## config.mk

```make
export PLATFORM = sky130hd
export DESIGN_NAME = display_scan_ctrl_flat
export DESIGN_NICKNAME = d
export VERILOG_FILES = /design/src/rtl/display_scan_ctrl_pkg.sv /design/src/rtl/display_scan_ctrl_if.sv /design/src/rtl/display_scan_ctrl_decoder.sv /design/src/rtl/display_scan_ctrl.sv /design/src/flat_wrapper.sv
export SDC_FILE = /design/constraint.sdc
export NUM_CORES = 1
export LEC_CHECK = 0
export ABC_CLOCK_PERIOD_IN_PS = 5400
export BUFFER_PORTS_ARGS = -buffer_cell sky130_fd_sc_hd__buf_2
export CELL_PAD_IN_SITES_DETAIL_PLACEMENT = 1
export CELL_PAD_IN_SITES_GLOBAL_PLACEMENT = 1
export CORE_MARGIN = 2
export CORE_UTILIZATION = 49
export DETAILED_ROUTE_END_ITERATION = 10
export PLACE_DENSITY = 0.8
export SYNTH_ARGS = -nofsm -noshare
export SYNTH_HDL_FRONTEND = slang
export SYNTH_HIERARCHICAL = 1
export SYNTH_SLANG_ARGS = --single-unit
export TNS_END_PERCENT = 30
```

## constraint.sdc

```tcl
create_clock -name clk -period 5.4 [get_ports clk]
set_clock_uncertainty 0.1 [all_clocks]
set_input_delay 1.08 -clock clk [delete_from_list [all_inputs] [get_ports clk]]
set_output_delay 1.08 -clock clk [all_outputs]
set_load 0.03 [all_outputs]
```

## src/rtl/display_scan_ctrl_pkg.sv

```systemverilog
`default_nettype none
// ============================================================================
// Module      : display_scan_ctrl_pkg
// Description : Shared constants and types for the 8-digit seven-segment scan
//               controller: FSM state encoding, digit count, anode-off value
//               and the digit index type.
// Ports       : none (package)
// Revision    : 1.0 - initial release
// ============================================================================
package display_scan_ctrl_pkg;

  // FSM state encoding
  localparam logic [1:0] IDLE  = 2'd0;
  localparam logic [1:0] BLANK = 2'd1;
  localparam logic [1:0] ON    = 2'd2;

  localparam int N_DIGITS = 8;

  // Anodes are active-low, so all-ones means every digit is dark
  localparam logic [N_DIGITS-1:0] AN_ALL_OFF = 8'hFF;

  typedef logic [$clog2(N_DIGITS)-1:0] digit_idx_t;

  localparam digit_idx_t LAST_DIGIT = digit_idx_t'(N_DIGITS - 1);

endpackage
`default_nettype wire

```

## src/rtl/display_scan_ctrl_if.sv

```systemverilog
`default_nettype none
// ============================================================================
// Module      : display_scan_ctrl_if
// Description : Bundle of the scan controller's control inputs and display
//               outputs.
// Ports       : en, digit_mask (upstream -> controller)
//               sel, an, blank, frame_done (controller -> display/upstream)
//               master modport : upstream side
//               slave modport  : controller side
// Revision    : 1.0 - initial release
// ============================================================================
interface display_scan_ctrl_if;
  import display_scan_ctrl_pkg::*;

  logic                en;
  logic [N_DIGITS-1:0] digit_mask;
  digit_idx_t          sel;
  logic [N_DIGITS-1:0] an;
  logic                blank;
  logic                frame_done;

  modport master (
    output en, digit_mask,
    input  sel, an, blank, frame_done
  );

  modport slave (
    input  en, digit_mask,
    output sel, an, blank, frame_done
  );

endinterface
`default_nettype wire

```

## src/rtl/display_scan_ctrl_decoder.sv

```systemverilog
`default_nettype none
// ============================================================================
// Module      : display_scan_ctrl_decoder
// Description : Gate-level 3-to-8 one-hot decoder used to turn the digit
//               index into an anode position.
// Ports       : sel    in  3  binary digit index
//               onehot out 8  bit sel is high, all others low
// Revision    : 1.0 - initial release
// ============================================================================
module display_scan_ctrl_decoder
  import display_scan_ctrl_pkg::*;
(
  input  wire [2:0]          sel,
  output wire [N_DIGITS-1:0] onehot
);

  wire [2:0] w_sel_n;

  not u_inv0 (w_sel_n[0], sel[0]);
  not u_inv1 (w_sel_n[1], sel[1]);
  not u_inv2 (w_sel_n[2], sel[2]);

  // Each output is a 3-input AND of true/complement select literals
  for (genvar i = 0; i < N_DIGITS; i++) begin : g_dec
    localparam logic [2:0] c_code = 3'(i);
    and u_and (onehot[i],
               c_code[2] ? sel[2] : w_sel_n[2],
               c_code[1] ? sel[1] : w_sel_n[1],
               c_code[0] ? sel[0] : w_sel_n[0]);
  end

endmodule
`default_nettype wire

```

## src/rtl/display_scan_ctrl.sv

```systemverilog
`default_nettype none
// ============================================================================
// Module      : display_scan_ctrl
// Description : Time-multiplexing scan controller for an 8-digit seven-
//               segment display. Each digit slot is a BLANK gap of BLANK_CYC
//               cycles followed by an ON phase of DIV cycles. The digit mask
//               is sampled only at frame boundaries or when leaving IDLE.
// Ports       : clk  in   system clock
//               rst  in   asynchronous active-high reset
//               bus  slave modport: en, digit_mask in;
//                    sel, an (active-low), blank, frame_done out
// Revision    : 1.0 - initial release
// ============================================================================
module display_scan_ctrl
  import display_scan_ctrl_pkg::*;
#(
  parameter int DIV       = 1000,
  parameter int BLANK_CYC = 16,
  parameter int CNT_W     = 16
) (
  input  logic                clk,
  input  logic                rst,
  display_scan_ctrl_if.slave  bus
);

  localparam logic [CNT_W-1:0] c_on_last    = CNT_W'(DIV - 1);
  localparam logic [CNT_W-1:0] c_blank_last = CNT_W'(BLANK_CYC - 1);

  logic [1:0]          r_state;
  logic [CNT_W-1:0]    r_cnt;
  digit_idx_t          r_sel;
  logic [N_DIGITS-1:0] r_mask;
  logic [N_DIGITS-1:0] r_an;
  logic                r_blank;
  logic                r_frame_done;

  logic [1:0]          w_state_nxt;
  logic [CNT_W-1:0]    w_cnt_nxt;
  digit_idx_t          w_sel_nxt;
  logic [N_DIGITS-1:0] w_mask_nxt;
  logic [N_DIGITS-1:0] w_onehot;
  logic [N_DIGITS-1:0] w_lit;
  logic                w_frame_done_nxt;

  // Next-state logic. Outputs are registered from these next values so
  // anode, blank and sel all change on the same edge as the state.
  always_comb begin
    w_state_nxt = r_state;
    w_cnt_nxt   = r_cnt;
    w_sel_nxt   = r_sel;
    w_mask_nxt  = r_mask;
    if (!bus.en) begin
      w_state_nxt = IDLE;
      w_cnt_nxt   = '0;
      w_sel_nxt   = '0;
    end else begin
      case (r_state)
        IDLE: begin
          w_state_nxt = BLANK;
          w_cnt_nxt   = '0;
          w_sel_nxt   = '0;
          w_mask_nxt  = bus.digit_mask;
        end
        BLANK: begin
          if (r_cnt == c_blank_last) begin
            w_state_nxt = ON;
            w_cnt_nxt   = '0;
          end else begin
            w_cnt_nxt = r_cnt + CNT_W'(1);
          end
        end
        ON: begin
          if (r_cnt == c_on_last) begin
            w_state_nxt = BLANK;
            w_cnt_nxt   = '0;
            if (r_sel == LAST_DIGIT) begin
              w_sel_nxt  = '0;
              w_mask_nxt = bus.digit_mask;
            end else begin
              w_sel_nxt = r_sel + digit_idx_t'(1);
            end
          end else begin
            w_cnt_nxt = r_cnt + CNT_W'(1);
          end
        end
        default: begin
          w_state_nxt = IDLE;
          w_cnt_nxt   = '0;
          w_sel_nxt   = '0;
        end
      endcase
    end
  end

  display_scan_ctrl_decoder u_dec (
    .sel    (w_sel_nxt),
    .onehot (w_onehot)
  );

  // One-hot qualified by mask and ON guarantees at most one lit anode
  assign w_lit = w_onehot & w_mask_nxt & {N_DIGITS{w_state_nxt == ON}};

  // Pulse covers the final ON cycle of the last digit
  assign w_frame_done_nxt = (w_state_nxt == ON) && (w_sel_nxt == LAST_DIGIT) &&
                            (w_cnt_nxt == c_on_last);

  always_ff @(posedge clk or posedge rst) begin
    if (rst) begin
      r_state      <= IDLE;
      r_cnt        <= '0;
      r_sel        <= '0;
      r_mask       <= '0;
      r_an         <= AN_ALL_OFF;
      r_blank      <= 1'b1;
      r_frame_done <= 1'b0;
    end else begin
      r_state      <= w_state_nxt;
      r_cnt        <= w_cnt_nxt;
      r_sel        <= w_sel_nxt;
      r_mask       <= w_mask_nxt;
      r_an         <= ~w_lit;
      r_blank      <= ~|w_lit;
      r_frame_done <= w_frame_done_nxt;
    end
  end

  assign bus.sel        = r_sel;
  assign bus.an         = r_an;
  assign bus.blank      = r_blank;
  assign bus.frame_done = r_frame_done;

endmodule
`default_nettype wire
```

## src/flat_wrapper.sv

```systemverilog
// flat-port wrapper written by rule: the top's interface ports become plain ports
module display_scan_ctrl_flat import display_scan_ctrl_pkg::*;
#(
  parameter int DIV       = 1000,
  parameter int BLANK_CYC = 16,
  parameter int CNT_W     = 16
)
  (clk, rst, bus_en, bus_digit_mask, bus_sel, bus_an, bus_blank, bus_frame_done);
  display_scan_ctrl_if bus_i ();
  input  logic clk;
  input  logic rst;
  input wire logic [$bits(bus_i.en)-1:0] bus_en;
  input wire logic [$bits(bus_i.digit_mask)-1:0] bus_digit_mask;
  output wire logic [$bits(bus_i.sel)-1:0] bus_sel;
  output wire logic [$bits(bus_i.an)-1:0] bus_an;
  output wire logic [$bits(bus_i.blank)-1:0] bus_blank;
  output wire logic [$bits(bus_i.frame_done)-1:0] bus_frame_done;
  assign bus_i.en = bus_en;
  assign bus_i.digit_mask = bus_digit_mask;
  assign bus_sel = bus_i.sel;
  assign bus_an = bus_i.an;
  assign bus_blank = bus_i.blank;
  assign bus_frame_done = bus_i.frame_done;
  display_scan_ctrl #(.DIV(DIV), .BLANK_CYC(BLANK_CYC), .CNT_W(CNT_W)) u_core (.clk(clk), .rst(rst), .bus(bus_i));
endmodule
```

; ---- Yosys cells after proc, flatten, opt, wreduce, memory -nomap -nowiden
; Cells that the tools add are included.
; W data, S select, Z words.
[totals]
inputBits = 11
output_inout_bits = 13
regBits = 39
wordCells = 52
[classes]
add_sub_neg = 2
reduce_logical = 13
mux = 16
bitwise = 6
eq_ne = 8
[ops]
columns = operator, count
row1 = $mux W16, 3
row2 = $eq A16 B10 Y1 const B, 2
row3 = $pmux W16 S2, 1
row4 = $mux W8, 3
row5 = $reduce_and A3 Y1, 8
row6 = $add A16 B1 Y16 const B, 1
row7 = $and A8 B8 Y8, 2
row8 = $eq A16 B4 Y1 const B, 1
row9 = $pmux W8 S2, 1
row10 = $mux W3, 3
row11 = $not A8 Y8, 1
row12 = $reduce_or A8 Y1, 1
row13 = $eq A3 B3 Y1 const B, 2
row14 = $mux W2, 3
row15 = $pmux W2 S3, 1
row16 = $pmux W3 S2, 1
row17 = $eq A2 B2 Y1 const B, 2
row18 = $add A3 B1 Y3 const B, 1
row19 = $not A1 Y1, 3
row20 = $eq A2 B1 Y1 const B, 1
row21 = $logic_and A1 B1 Y1, 2
row22 = $logic_not A2 Y1, 1
row23 = $logic_not A1 Y1, 1

; ---- Longest topological paths before layout
; Gate-level depths: netlist of run 1.
[depth]
word_depth = 11
ltp_mapped = 9
depth_no_buf = 9

; ---- Modules after synthesis
; The synthesis of run 1 kept the hierarchy.
[by_module_without_submodules]
columns = mod, seq_area_each_um2, n_inst, area_per_inst_um2, cells_per_inst
row1 = display_scan_ctrl, 987.2, 1, 2089.5, 199
row2 = display_scan_ctrl_decoder, 0.0, 1, 65.1, 8

; ---- Worst setup path after synthesis of run 1
; Ideal clock, no wire load.
[synth_path]
path_kind = flip-flop to flip-flop
from = register u_core.r_cnt[0]
to = register u_core.r_blank (netlist: u_core/bus.blank)
t_arrival_ps = 2213
t_required_ps = 5221
path_buffers = 0
synth_period_minus_slack_ps = 2391
path_stages_with_launch = 10
setup_ps = 79
setup_slack_ps = 3009
path_cell_list = dfrtp_1 > ha_1 > and4b_1 > nand4_4 > and2_1 > o21ai_0 > a21oi_1 > nor3b_1 > a22oi_1 > a41o_1
[synth_between]
elab_cells_between_ends = 28
classes_between = eq/ne (3) / mux (10) / bitwise (5) / reduce/logical (10)
[synth_rtl]
columns = element, line_no
row1 = from (decl), display_scan_ctrl.sv:30  ; logic [CNT_W-1:0] r_cnt;
row2 = from (signal assigned), display_scan_ctrl.sv:118  ; r_cnt <= w_cnt_nxt;
row3 = $eq A16 B10 Y1, display_scan_ctrl.sv:73  ; if (r_cnt == c_on_last) begin
row4 = $mux W3, display_scan_ctrl.sv:73
row5 = $pmux W3 S2, display_scan_ctrl.sv:57  ; case (r_state)
row6 = $mux W3, display_scan_ctrl.sv:52  ; if (!bus.en) begin
row7 = net u_core.w_sel_nxt[2], display_scan_ctrl.sv:39  ; digit_idx_t w_sel_nxt;
row8 = $reduce_and A3 Y1, display_scan_ctrl_decoder.sv:26  ; and u_and (onehot[i],
row9 = net u_core.w_onehot[4], display_scan_ctrl.sv:41  ; logic [N_DIGITS-1:0] w_onehot;
row10 = $and A8 B8 Y8 (2 in a row), display_scan_ctrl.sv:101  ; assign w_lit = w_onehot & w_mask_nxt & {N_DIGITS{w_state_nxt == ON}};
row11 = $reduce_or A8 Y1, display_scan_ctrl.sv:122  ; r_blank <= ~|w_lit;
row12 = $logic_not A1 Y1, display_scan_ctrl.sv:122
row13 = to (signal assigned), display_scan_ctrl.sv:122
row14 = to (decl), display_scan_ctrl.sv:34  ; logic r_blank;
; The timed path passes the listed nets, and every way through them passes these cells.

; ---- Final worst setup path of run 1
; Ends and elaborated chain as after synthesis.

==> results of run 1 <==
[registers in the layout (all words and copies together) (netlist names)]
register               count
u_core/r_mask              8
u_core/bus.frame_done      1
u_core/bus.sel             3
u_core/bus.blank           1
u_core/r_cnt              16
u_core/r_state             2
u_core/bus.an              8
[cell type report]
class | count | area, sq um
clock buffer | 5 | 68.8
clock inverter | 3 | 25.0
fill | 495 | 1900
inverter | 7 | 26.3
multi-input combinational | 154 | 1100
sequential | 39 | 987
tap | 52 | 65.1
timing repair buffer | 24 | 123
[kinds of logic (layout without fill, tap and decap cells)]
kind of cell             after synthesis  count (layout)  share of synthesized area [%]
adder cells (fa/ha/maj)                8               8                           4.65
buffers and inverters                 14              39                           3.25
XOR/XNOR                              12              12                           4.88
multiplexers                           3               3                           1.51
AND/OR/NAND/NOR                       94              94                           26.9
flip-flops                            39              39                           45.8
AO/OA/AOI/OAI                         37              37                           13.0
[per-layer routing]
metal  share of wire, %  wire length (um)  vias up
met5                  0                 0        -
met4                1.8                98        0
met3                2.7               146       10
met2                 53              2860       31
met1                 42              2280      878
li1                   -                 -      800
[power by group through the flow]
| stage | registers, mW | logic [mW] | clock network [mW] |
|---|---|---|---|
| floorplan | 0.309 | 0.0265 | 0 |
| global placement | 0.310 | 0.0372 | 0 |
| detailed placement | 0.311 | 0.0395 | 0 |
| CTS | 0.305 | 0.0400 | 0.215 |
| global route | 0.306 | 0.0436 | 0.223 |
| finish | 0.305 | 0.0393 | 0.205 |
[final timing paths]
check	to	slack, ns	cells past startpoint
max in group asynchronous	u_core/bus.an[3]	4.04	3
min in group asynchronous	u_core/r_mask[6]	0.79	3
min	u_core/r_cnt[0]	0.43	1
max reg2reg	u_core/bus.blank	2.40	9
min reg2reg	u_core/r_cnt[0]	0.43	1
max	u_core/bus.blank	2.40	9
[synthesized netlist by cell type (7+ instances only)]
master   count
a22o_1       8
dfrtp_1     30
dfstp_2      9
ha_1         8
inv_1        7
nand2_1     11
nand3_1     17
nand4_1      7
nor2_1      19
nor2b_1      7
xor2_1       9
[critical path, cell delays in order (launching register included)]
cell     delay [ns]
dfrtp_1        0.43
ha_1           0.28
and4b_1        0.28
nand4_4        0.17
nor2_1         0.22
nand2_1        0.11
a21oi_1        0.53
nor3b_1        0.38
a22oi_1        0.18
a41o_1         0.25
==> run summary, run 1 <==
After the first detailed-routing iteration, the DRC count stood at 55. After clock tree synthesis, the repair step resized 0 gates. Summing every instance area after synthesis gives 2150 sq um. The worst path meets setup with 2.40 ns of slack.

The final count of negative-setup-slack endpoints is 0. The via count of the first global-routing pass was 1916. The repair_antennas step left the layout with diodes totalling 0. For this configuration, the core starts out at a cell density of 50.2%. Across the VDD grid, the largest voltage drop is 0.138 mV. Setup repair after global routing left no endpoint under its margin. Data on the critical path is required at its endpoint by 5.54 ns.

Wires add up to 5380 um. The switching component of the power was 0.142 mW. The run gives 4 as the number of optimization iterations in the first detailed-route pass. For this run, the number of standard cells in the final layout without fillers is 284. In this run the horizontal extent of the chip is 70.3 um.

The peak fanout along the critical path is 9. In the final timing run, aggregate negative setup slack is 0 ns. From synthesis to final layout, the design area changed by 11.0%. When the netlist entered floorplanning its net count stood at 226. The wire-length estimate of the detail-placed layout is 4010 um. The area share of the largest cell type after synthesis was 34.8%. The placement-stage worst setup slack is 2.44 ns, and the clock latency on the worst-skew pair is 0.30 ns.

The power per standard cell area came out at 230 nW/um^2. Last weighted congestion value of the routability-driven placer: 0.842. Of all flip-flops after synthesis, the portion carrying an async set or reset was 100%. Entering global routing, the biggest net connects 40 pins.

Row generation in the floorplan step produced 24 rows. The clock sink count is 39, and the share of post-route cells with drive strength above 1 is 25.9%. Ranked by total cell area, the synthesized netlist is headed by dfrtp_1 (35%), dfstp_2 (11%), ha_1 (4.6%), nand3_1 (3.9%), xor2_1 (3.7%). The analysis attributes to cell leakage a power of 0.986 nW. Summing over every cut layer, the via total after detailed routing is 1719. The run finished with clean final reports. The Yosys step of the flow raised 6 warnings. In this run, the clock network consumes 37.3% of the power.

The number of nets still failing antenna checks after routing was 0. The worst setup path is launched from a flip-flop. The die is 70.3 um tall. The completed layout was analyzed and its total power is 0.550 mW.

After detailed routing, the number of remaining DRC violations is 0. The path class of the lowest-slack min-delay path was flip-flop to flip-flop. The total die area came out at 4940 sq um. Static timing analysis puts the maximum clock frequency at 334 MHz. Of the total power, combinational logic draws 7.1%. The tools report the total internal power as 0.408 mW. Overall fraction of global-route tracks in use: 23.8%. The number of different library cells used by synthesis comes to 54. The most used flip-flop cell after synthesis is dfrtp_1. A synthesized cell averages 10.4 sq um. Synthesis produced 207 cells.

Summed over all layers, the global routing overflow is 0. The quantity of hold-fixing buffers added after cts was 0; the number of cells in the design after placement was 276. The tools report the number of buffers inserted to repair setup after CTS as 0. The per-cell routed wire length is 18.9 um. The worst register-to-register path begins at u_core/r_cnt[0]. The total of max-cap violations was 0. The fraction of power spent switching nets was 25.8%. Leaving out fill and tap cells, the most frequent cell in the layout is dfrtp_1. The worst path in the final design needs a cycle of 3.00 ns, including I/O delays and setup. Once layout is done, the placed cells without fillers occupy 2390 sq um. Data on the critical path arrives at its endpoint at 3.14 ns.

At the pin with the least slew margin, the transition time is 0.757 ns. The tools report the cell chosen for the clock root as clkbuf_8. The logs give 2300 sq um for the standard cell area after detailed placement and 2 for the deepest clock path buffer count. The first global-routing pass estimated 9200 um of wire. The sequential area share after synthesis was 45.8%. The layer carrying the most global-route usage is met2. TritonCTS built the clock tree.

The worst hold path begins at u_core/r_cnt[0]. The number of pins with negative max-slew slack in the final report was 0; the met3 usage in global routing was 4.62%. On the final layout, the worst hold slack is 0.434 ns. The critical path is of the flip-flop to flip-flop type.

In the layout the commonest cells are dfrtp_1 (30), buf_2 (23), nor2_1 (19). dfrtp_1 takes more of the synthesized area than any other cell. The maximum level of the CTS H-tree was 2; the total I/O pin count was 24. The per-cell via count in the routed design was 6.05; the number of synthesized flops with an enable pin was 0. Tracing the worst setup path back leads to its startpoint at u_core/r_cnt[0]. The clock transition at the registers of the reported paths works out to 0.08 ns. The final-report hold violation count is 0.

Global routing consumed, on the met2 layer, 41.7% of the routing resources. The part of the total power dissipated in sequential elements is 55.5%. The number of antenna violations at the first check in global routing came out at 0.

The standard cell core area is 4290 sq um, and the number of CTS-inserted buffers is 5. The count of state elements after synthesis is 39. Port buffer count: 23.

In the finished design, the share of the clock period the worst path needs comes to 55.5%. The tools report the type of element capturing the critical path as a flip-flop. Worst slew margin relative to its limit: 49.5%. The final cell utilization of the core came out at 55.7%. For this run, the post-layout net count is 250.

The run gives 28.5% as the fraction of met1 tracks used by global routing.
Power figures use the tool's default switching activity.
==> run 2: changes to the inputs <==
Settings changed: ABC_CLOCK_PERIOD_IN_PS 5400 to 2900, CORE_UTILIZATION 49 to 45, PLACE_DENSITY 0.8 to 0.74.
Clock period 5.4 ns to 2.9 ns, I/O delays scaled along.
==> run 2 against run 1 <==
Maximum frequency grew 11%. First-iteration DRC count rose by 64%. Die area increased by 8.4%. Worst setup slack worse by 2.2 ns. Wire length rose by 1.2%. Sequential share of layout area fell by 1.4 points. Utilization is 2.6 points lower. Global-route usage down 0.87 points.
==> run summary, run 2 (same netlist as run 1, synthesis figures left out) <==
The transition at the pin with the smallest max-transition slack is 0.483 ns (was 0.757 ns). The startpoint class of the critical path is a flip-flop (unchanged). The HPWL after detailed placement was 3960 um (was 4010 um). The per-cell via count in the routed design is 5.89 (was 6.05).

The startpoint-to-endpoint class of the critical path is flip-flop to flip-flop (unchanged). The final design area excluding fillers was 2480 sq um (was 2390 sq um); the standard cell area after detailed placement was 2340 sq um (was 2300 sq um). The deepest clock path buffer count was 2 (unchanged); the total I/O pin count was 24 (unchanged).

The period utilization was 92.8% (was 55.5%); the total die area was 5360 sq um (was 4940 sq um). Pin count of the biggest net entering global routing: 40 (unchanged). The standard cell core area was 4660 sq um (was 4290 sq um). Number of CTS-inserted buffers: 5 (unchanged). The cell chosen for the clock root is clkbuf_8 (unchanged). Path class of the lowest-slack min-delay path: input pin to asynchronous set/reset pin (was flip-flop to flip-flop). The fraction of met1 tracks used by global routing came out at 28.1% (was 28.5%). The logs give 1715 (was 1719) for the total vias in the final route and 0.111 ns (was 2.44 ns) for the placement-stage worst setup slack. The run gives 0.856 (was 0.842) as the last weighted congestion value of the routability-driven placer. The run gives 255 (was 250) as the final net count. Commonest cells after routing, fill and taps aside: dfrtp_1 (30), buf_2 (23), nor2_1 (19) (unchanged). The final-report hold violation count came out at 0 (unchanged). The maximum VDD drop is 0.234 mV (was 0.138 mV). The power per standard cell area is 442 nW/um^2 (was 230 nW/um^2).

The tools report the clock latency on the worst-skew pair as 0.29 ns (was 0.30 ns). The final cell utilization of the core came out at 53.1% (was 55.7%). The cell row count was 25 (was 24). The highest clock rate was 372 MHz (was 334 MHz). TritonCTS built the clock tree. The clock transition at the registers of the reported paths was 0.08 ns (about the same). The tools report the final count of negative-setup-slack endpoints as 0 (unchanged). Most frequent standard cell in the layout excluding fill and tap cells: dfrtp_1 (unchanged). For the first-pass GRT wire length, the log shows 9160 um (was 9200 um). For the worst slew margin relative to its limit, the log shows 67.8% (was 49.5%). Met3 usage in global routing: 4.56% (was 4.62%). The peak fanout along the critical path was 9 (unchanged).

The tools report the number of nets still failing antenna checks after routing as 0 (unchanged). The total of max-cap violations is 0 (unchanged). Flip-flop count of the largest register after layout: 16 (unchanged). The type of element capturing the critical path is a flip-flop (unchanged).

The share of post-route cells with drive strength above 1 is 29.5% (was 25.9%), and the floorplan die height is 73.2 um (was 70.3 um). The logs give 1.09 mW (was 0.550 mW) for the final total power and 1.03 nW (was 0.986 nW) for the leakage power of the design. The logs give 5440 um (was 5380 um) for the wire length after detailed routing and 0 (unchanged) for the number of buffers inserted to repair setup after CTS. The layer carrying the most global-route usage is met2 (unchanged). The synthesis-to-layout area growth was 14.9% (was 11.0%). Clock sink count: 39 (unchanged). The logs give 0 ns (unchanged) for the setup total negative slack and 3.03 ns (was 5.54 ns) for the required time of the worst setup path.

The via count of the first global-routing pass came out at 1871 (was 1916). Number of antenna violations at the first check in global routing: 0 (unchanged). The logs give 38.7% (was 41.7%) for the fraction of met2 tracks used by global routing and 22.9% (was 23.8%) for the overall fraction of global-route tracks in use. The port buffer count is 23 (unchanged), and the arrival time of the worst setup path is 2.82 ns (was 3.14 ns).

The flow ran to the end, and the final reports show no timing, DRC or antenna violations. The number of filler instances in the final layout was 529 (was 495); the number of DRC violations after detailed routing was 0 (unchanged). For the detailed router's first-iteration violation count, the log shows 90 (was 55). The per-cell routed wire length was 18.7 um (was 18.9 um); the number of optimization iterations in the first detailed-route pass was 4 (unchanged).

The maximum level of the CTS H-tree was 2 (unchanged); the antenna cell count was 0 (unchanged). Setup repair after global routing left no endpoint under its margin. Top register by number of flip-flops: u_core/r_cnt (unchanged). The die extent in x was 73.2 um (was 70.3 um). The shortest period the worst path allows came out at 2.69 ns (was 3.00 ns). Starting utilization of the core area: 46.2% (was 50.2%).

Number of pins with negative max-slew slack in the final report: 0 (unchanged). The total congestion overflow is 0 (unchanged), and the worst path setup slack after routing is 0.210 ns (was 2.40 ns).
## run 2: layout make-up
class | count | area (sq um) | share of cell area [%]
well taps | 54 | 67.6 | 2.73
repair buffers | 29 | 160 | 6.47
flip-flops and latches | 39 | 987 | 39.9
multi-input cells | 154 | 1120 | 45.3
clock inverters | 3 | 43.8 | 1.77
clock buffers | 5 | 68.8 | 2.78
inverters | 7 | 26.3 | 1.06
## run 2: repair_timing
item                       CTS  global route
setup endpoints to repair    0             2
gates resized for setup      0             7
hold endpoints to repair     0             0
hold buffers                 0             0
## run 2: through the flow
step / hold WS (ns) / std cells
2_1_floorplan: 0.383 / 207
3_3_place_gp: 0.404 / 283
3_5_place_dp: 0.421 / 283
4_1_cts: 0.314 / 291
5_1_grt: 0.349 / 291
6_report: 0.300 / 291
## run 2: final timing paths
check | start | end | slack, ns | cells past startpoint
worst min-delay path | rst | u_core/bus.frame_done | 0.30 | 3
worst min register to register | u_core/r_cnt[0] | u_core/r_cnt[0] | 0.45 | 1
worst max-delay path | u_core/r_cnt[0] | u_core/bus.blank | 0.21 | 9
worst max register to register | u_core/r_cnt[0] | u_core/bus.blank | 0.21 | 9
max in group asynchronous | rst | u_core/bus.an[3] | 2.03 | 3
min in group clk | u_core/r_cnt[0] | u_core/r_cnt[0] | 0.45 | 1
## run 2: critical path, cell delays in order, from the launching register on
cell,delay [ns]
dfrtp_1,0.44
ha_1,0.28
and4b_1,0.22
nand4_4,0.15
and2_1,0.21
o21ai_0,0.14
a21oi_2,0.37
nor3b_1,0.33
a22oi_1,0.14
a41o_1,0.24
## run 2: where the power goes
| part | leakage (nW) | internal, mW | switching [mW] | total (mW) |
|---|---|---|---|---|
| logic | 0.478 | 0.0278 | 0.0452 | 0.0731 |
| registers | 0.499 | 0.561 | 0.00748 | 0.569 |
| clock network | 0.0581 | 0.256 | 0.196 | 0.452 |
| total | 1.03 | 0.845 | 0.249 | 1.09 |
## run 2: routing by layer
| layer | vias up | part of all wire [%] |
|---|---|---|
| met3 | 11 | 3.7 |
| met1 | 863 | 42 |
| met4 | 0 | 2.2 |
| met5 | - | 0 |
| met2 | 36 | 52 |
| li1 | 805 | - |
==> run 3: changes to the inputs <==
--- a/config.mk
+++ b/config.mk
@@ -6,12 +6,14 @@
 export NUM_CORES = 1
 export LEC_CHECK = 0
+export ABC_AREA = 1
 export ABC_CLOCK_PERIOD_IN_PS = 2900
 export BUFFER_PORTS_ARGS = -buffer_cell sky130_fd_sc_hd__buf_2
+export CAP_MARGIN = 0
 export CELL_PAD_IN_SITES_DETAIL_PLACEMENT = 1
 export CELL_PAD_IN_SITES_GLOBAL_PLACEMENT = 1
 export CORE_MARGIN = 2
-export CORE_UTILIZATION = 45
+export CORE_UTILIZATION = 43
 export DETAILED_ROUTE_END_ITERATION = 10
-export PLACE_DENSITY = 0.74
+export PLACE_DENSITY = 0.76
 export SYNTH_ARGS = -nofsm -noshare
 export SYNTH_HDL_FRONTEND = slang
==> constraint.sdc (replaced) <==
create_clock -name clk -period 2.9 [get_ports clk]
set_clock_uncertainty 0.1 [all_clocks]
set_input_delay 0.145 -clock clk [delete_from_list [all_inputs] [get_ports clk]]
set_output_delay 0.145 -clock clk [all_outputs]
set_load 0.03 [all_outputs]
==> run 3 against run 2 <==
Worst setup slack better by 0.080 ns. Area after synthesis is 18% higher. Largest power group unchanged. Critical path type unchanged. Critical path depth is 10 higher. Sequential power is 3% higher.
==> run summary, run 3 <==
The run gives 23.2% (was 22.9%) as the overall fraction of global-route tracks in use. The shortest period the worst path allows was 2.61 ns (was 2.69 ns). The floorplan die height works out to 80.8 um (was 73.2 um).

The tools report the sequential area share after synthesis as 38.9% (was 45.8%). The total congestion overflow is 0 (unchanged), and the per-cell via count in the routed design is 5.10 (was 5.89). For the fraction of met2 tracks used by global routing, the log shows 36.2% (was 38.7%). Most frequent standard cell in the layout excluding fill and tap cells: nand2_1 (was dfrtp_1). Startpoint class of the critical path: a flip-flop (unchanged). The power per standard cell area was 420 nW/um^2 (was 442 nW/um^2).

The last weighted congestion value of the routability-driven placer was 0.854 (was 0.856); the maximum VDD drop was 0.245 mV (was 0.234 mV). The synthesized netlist cell count was 359 (was 207). The tools report the detailed router's first-iteration violation count as 75 (was 90).

The worst slew margin relative to its limit came out at 28.5% (was 67.8%). Fraction of power spent switching nets: 27.4% (was 22.8%). The die extent in x was 80.8 um (was 73.2 um).

The delay contributed by the slowest stage of the critical path works out to 0.43 ns (was 0.44 ns). The logs give 2 (unchanged) for the deepest clock path buffer count and 0.289 ns (was 0.210 ns) for the worst path setup slack after routing. The area share of the largest cell type after synthesis is 29.6% (was 34.8%). The total vias in the final route was 2341 (was 1715). The share of async-settable or async-resettable flops after synthesis is 100% (unchanged).

The tools report the reg-to-reg critical path startpoint as u_core/r_cnt[0] (unchanged). The logs give 2.73 ns (was 2.82 ns) for the arrival time of the worst setup path and 0 (unchanged) for the number of DRC violations after detailed routing. Along the worst hold path, the cell count comes to 3. For the number of antenna violations at the first check in global routing, the log shows 0 (unchanged). Top cells by instance count after synthesis: nand2_1 (86), nor2_1 (57), inv_1 (53), nand3_1 (37), dfrtp_1 (30) (was dfrtp_1 (30), nor2_1 (19), nand3_1 (17), nand2_1 (11)). Maximum level of the CTS H-tree: 2 (unchanged). The top register by number of flip-flops was u_core/r_cnt (unchanged). The HPWL after detailed placement was 5440 um (was 3960 um). The count of state elements after synthesis works out to 39 (unchanged). Path depth of the worst reg2reg path: 19 (was 9). The tools report the number of pins with negative max-slew slack in the final report as 0 (unchanged). The total internal power was 0.873 mW (was 0.845 mW). The flip-flop cell with the highest count after synthesis is dfrtp_1 (unchanged). The antenna cell count was 0 (unchanged); the final-report hold violation count was 0 (unchanged). The final net count is 405 (was 255), and the port buffer count is 23 (unchanged). The run gives 383 MHz (was 372 MHz) as the highest clock rate. The cell type with the highest aggregate area in the netlist was dfrtp_1 (unchanged). The relative contribution of combinational cells to total power was 14.5% (was 6.7%); the standard cell core area was 5610 sq um (was 4660 sq um).

Number of optimization iterations in the first detailed-route pass: 4 (unchanged). The startpoint of the most critical hold path is bus_en. The path class of the lowest-slack min-delay path is input pin to flip-flop (was input pin to asynchronous set/reset pin).

The tools report the via count of the first global-routing pass as 2326 (was 1871). The run finished with clean final reports. The starting utilization of the core area was 45.3% (was 46.2%); the peak fanout along the critical path was 6 (was 9). For the placement-stage worst setup slack, the log shows 0.178 ns (was 0.111 ns). Commonest cells after routing, fill and taps aside: nand2_1 (86), nor2_1 (55), inv_1 (53) (was dfrtp_1 (30), buf_2 (23), nor2_1 (19)).

The required time of the worst setup path is 3.02 ns (was 3.03 ns), and the number of synthesized flops with an enable pin is 0 (unchanged). The flip-flop count of the largest register after layout was 16 (unchanged); the number of nets still failing antenna checks after routing was 0 (unchanged). The number of CTS-inserted buffers is 5 (unchanged). The leakage power of the design is 1.36 nW (was 1.03 nW). The fraction of met1 tracks used by global routing came out at 33.9% (was 28.1%).

The share of post-route cells with drive strength above 1 was 17.1% (was 29.5%). The run gives 2540 sq um (was 2150 sq um) as the synthesized area. TritonCTS built the clock tree.

The transition at the pin with the smallest max-transition slack came out at 1.07 ns (was 0.483 ns). The tools report the clock latency on the worst-skew pair as 0.30 ns (was 0.29 ns). The run gives 33 (was 54) as the distinct cell type count after synthesis. Critical path cell sequence: ha_1 > nand2_1 > inv_2 > nand2_1 > nor2_2 > nand2_1 > nand2_2 > nand2_1 > nand2_1 > o21ai_0 > inv_1 > nor2_2 > inv_2 > nor2_1 > nand3_1 > nor2_1 > nor2_1 > nand2_1 > nor2_1 (was ha_1 > and4b_1 > nand4_4 > and2_1 > o21ai_0 > a21oi_2 > nor3b_1 > a22oi_1 > a41o_1). The first-pass GRT wire length was 11600 um (was 9160 um); the total of max-cap violations was 0 (unchanged).

The type of element capturing the critical path is a flip-flop (unchanged). The run gives 36.6% (was 41.4%) as the part of the power in the clock network. The final count of negative-setup-slack endpoints came out at 0 (unchanged). The run gives 770 (was 529) as the number of filler instances in the final layout. The cell row count came out at 27 (was 25).

The logs give 0.29 ns (was 0.21 ns) for the setup slack of the worst register-to-register path and 3.67% (was 4.56%) for the met3 usage in global routing. Part of the total power dissipated in sequential elements: 48.9% (was 52.0%). The reg-to-reg critical path endpoint was u_core/bus.blank (unchanged). The cell that appears most often on the critical path is nand2_1. The pin count of the biggest net entering global routing was 24 (was 40).

The total I/O pin count was 24 (unchanged). Most area-consuming cells after synthesis: dfrtp_1 (30%), nand2_1 (13%), dfstp_2 (9.3%), nor2_1 (8.4%), inv_1 (7.8%) (was dfrtp_1 (35%), dfstp_2 (11%), ha_1 (4.6%), nand3_1 (3.9%), xor2_1 (3.7%)). The logs give 378 (was 226) for the number of nets in the synthesized netlist and 6530 sq um (was 5360 sq um) for the total die area. Library cell with the highest instance count after synthesis: nand2_1 (was dfrtp_1). The switching component of the power came out at 0.329 mW (was 0.249 mW).

The per-cell routed wire length was 15.0 um (was 18.7 um); the synthesis-to-layout area growth was 12.7% (was 14.9%). The layer carrying the most global-route usage was met2 (unchanged). The tools report the setup total negative slack as 0 ns (unchanged). For the yosys synthesis warning count, the log shows 6 (unchanged).

The path with the worst hold slack has its endpoint at u_core/r_state[0]. Setup repair after global routing left no endpoint under its margin. The clock transition at the registers of the reported paths was 0.08 ns (about the same); the wire length after detailed routing was 6910 um (was 5440 um).

The startpoint-to-endpoint class of the critical path is flip-flop to flip-flop (unchanged). Post-synthesis area per instance: 7.07 sq um (was 10.4 sq um). For the clock sink count, the log shows 39 (unchanged). The worst-path cell with the longest stage delay was dfrtp_1 (unchanged).

The period utilization is 90.0% (was 92.8%). The cell chosen for the clock root was clkbuf_8 (unchanged).
-- run 3: cell count changes after synthesis, sizes merged, moves of 5 or more --
cell / before / now
o21ai: 7 / 13
nor2: 19 / 63
nor2b: 7 / 0
a21boi: 1 / 8
nand3: 17 / 40
and2: 5 / 0
inv: 7 / 57
a22o: 8 / 0
nand2: 11 / 90
-- run 3: cells by family after synthesis --
family	count (synthesis)	share of synthesized area [%]
AND/OR/NAND/NOR	206	36.5
buffers and inverters	67	10.3
flip-flops	39	38.9
AO/OA/AOI/OAI	32	7.94
adder cells (fa/ha/maj)	8	3.94
XOR/XNOR	7	2.42
-- run 3: final cells by class --
| type | count | area (sq um) | area share (%) |
|---|---|---|---|
| Timing Repair Buffer | 28 | 155 | 5.42 |
| Clock buffer | 7 | 108 | 3.76 |
| Tap cell | 72 | 90.1 | 3.15 |
| Sequential cell | 39 | 987 | 34.5 |
| Clock inverter | 1 | 5.00 | 0.175 |
| Multi-Input combinational cell | 253 | 1290 | 45.2 |
| Inverter | 59 | 221 | 7.74 |
-- run 3: power by group through the flow --
stage / registers, mW / logic (mW) / clock network [mW]
2_1_floorplan: 0.592 / 0.125 / 0
3_3_place_gp: 0.595 / 0.168 / 0
3_5_place_dp: 0.597 / 0.172 / 0
4_1_cts: 0.587 / 0.174 / 0.461
5_1_grt: 0.592 / 0.198 / 0.478
6_report: 0.587 / 0.175 / 0.440
-- run 3: critical path: cells and delay by family (launching register included) --
family	cells	cell delay (ns)
simple gates	14	1.38
flops	1	0.43
fa+ha+maj	1	0.29
buf+inv	3	0.24
compound gates	1	0.10
-- run 3: repair_timing --
item	in CTS	in global routing
resized for setup	0	2
setup endpoints to repair	0	2
buffers inserted	0	0
endpoints found under the hold margin	14	0
hold buffers	1	0
-- run 3: worst max-delay path by stage --
stage / slack (ns) / to / start
CTS: 0.17 / u_core/bus.blank / u_core/r_cnt[0]
global placement: 0.24 / u_core/bus.blank / u_core/r_cnt[0]
finish: 0.29 / u_core/bus.blank / u_core/r_cnt[0]
detailed placement: 0.18 / u_core/bus.blank / u_core/r_cnt[0]
global route: 0.01 / u_core/bus.blank / u_core/r_cnt[0]
floorplan: 0.66 / u_core/bus.blank / u_core/bus.sel[0]
-- run 3: through the flow --
stage	cell area (sq um)	power [mW]	hold slack, ns	cells	util (%)
after floorplan	2540	0.717	0.208	359	-
after global placement	2730	0.764	0.197	450	48.7
after detailed placement	2730	0.770	0.200	450	48.7
after CTS	2860	1.22	0.0787	459	50.9
after global routing	2860	1.27	0.100	459	51.0
final	2860	1.20	0.0688	459	51.0
-- run 3: metal layers --
metal,vias to the layer above,wire (um)
met2,33,3130
met1,1133,3530
met5,-,0
li1,1168,-
met3,7,171
met4,0,76
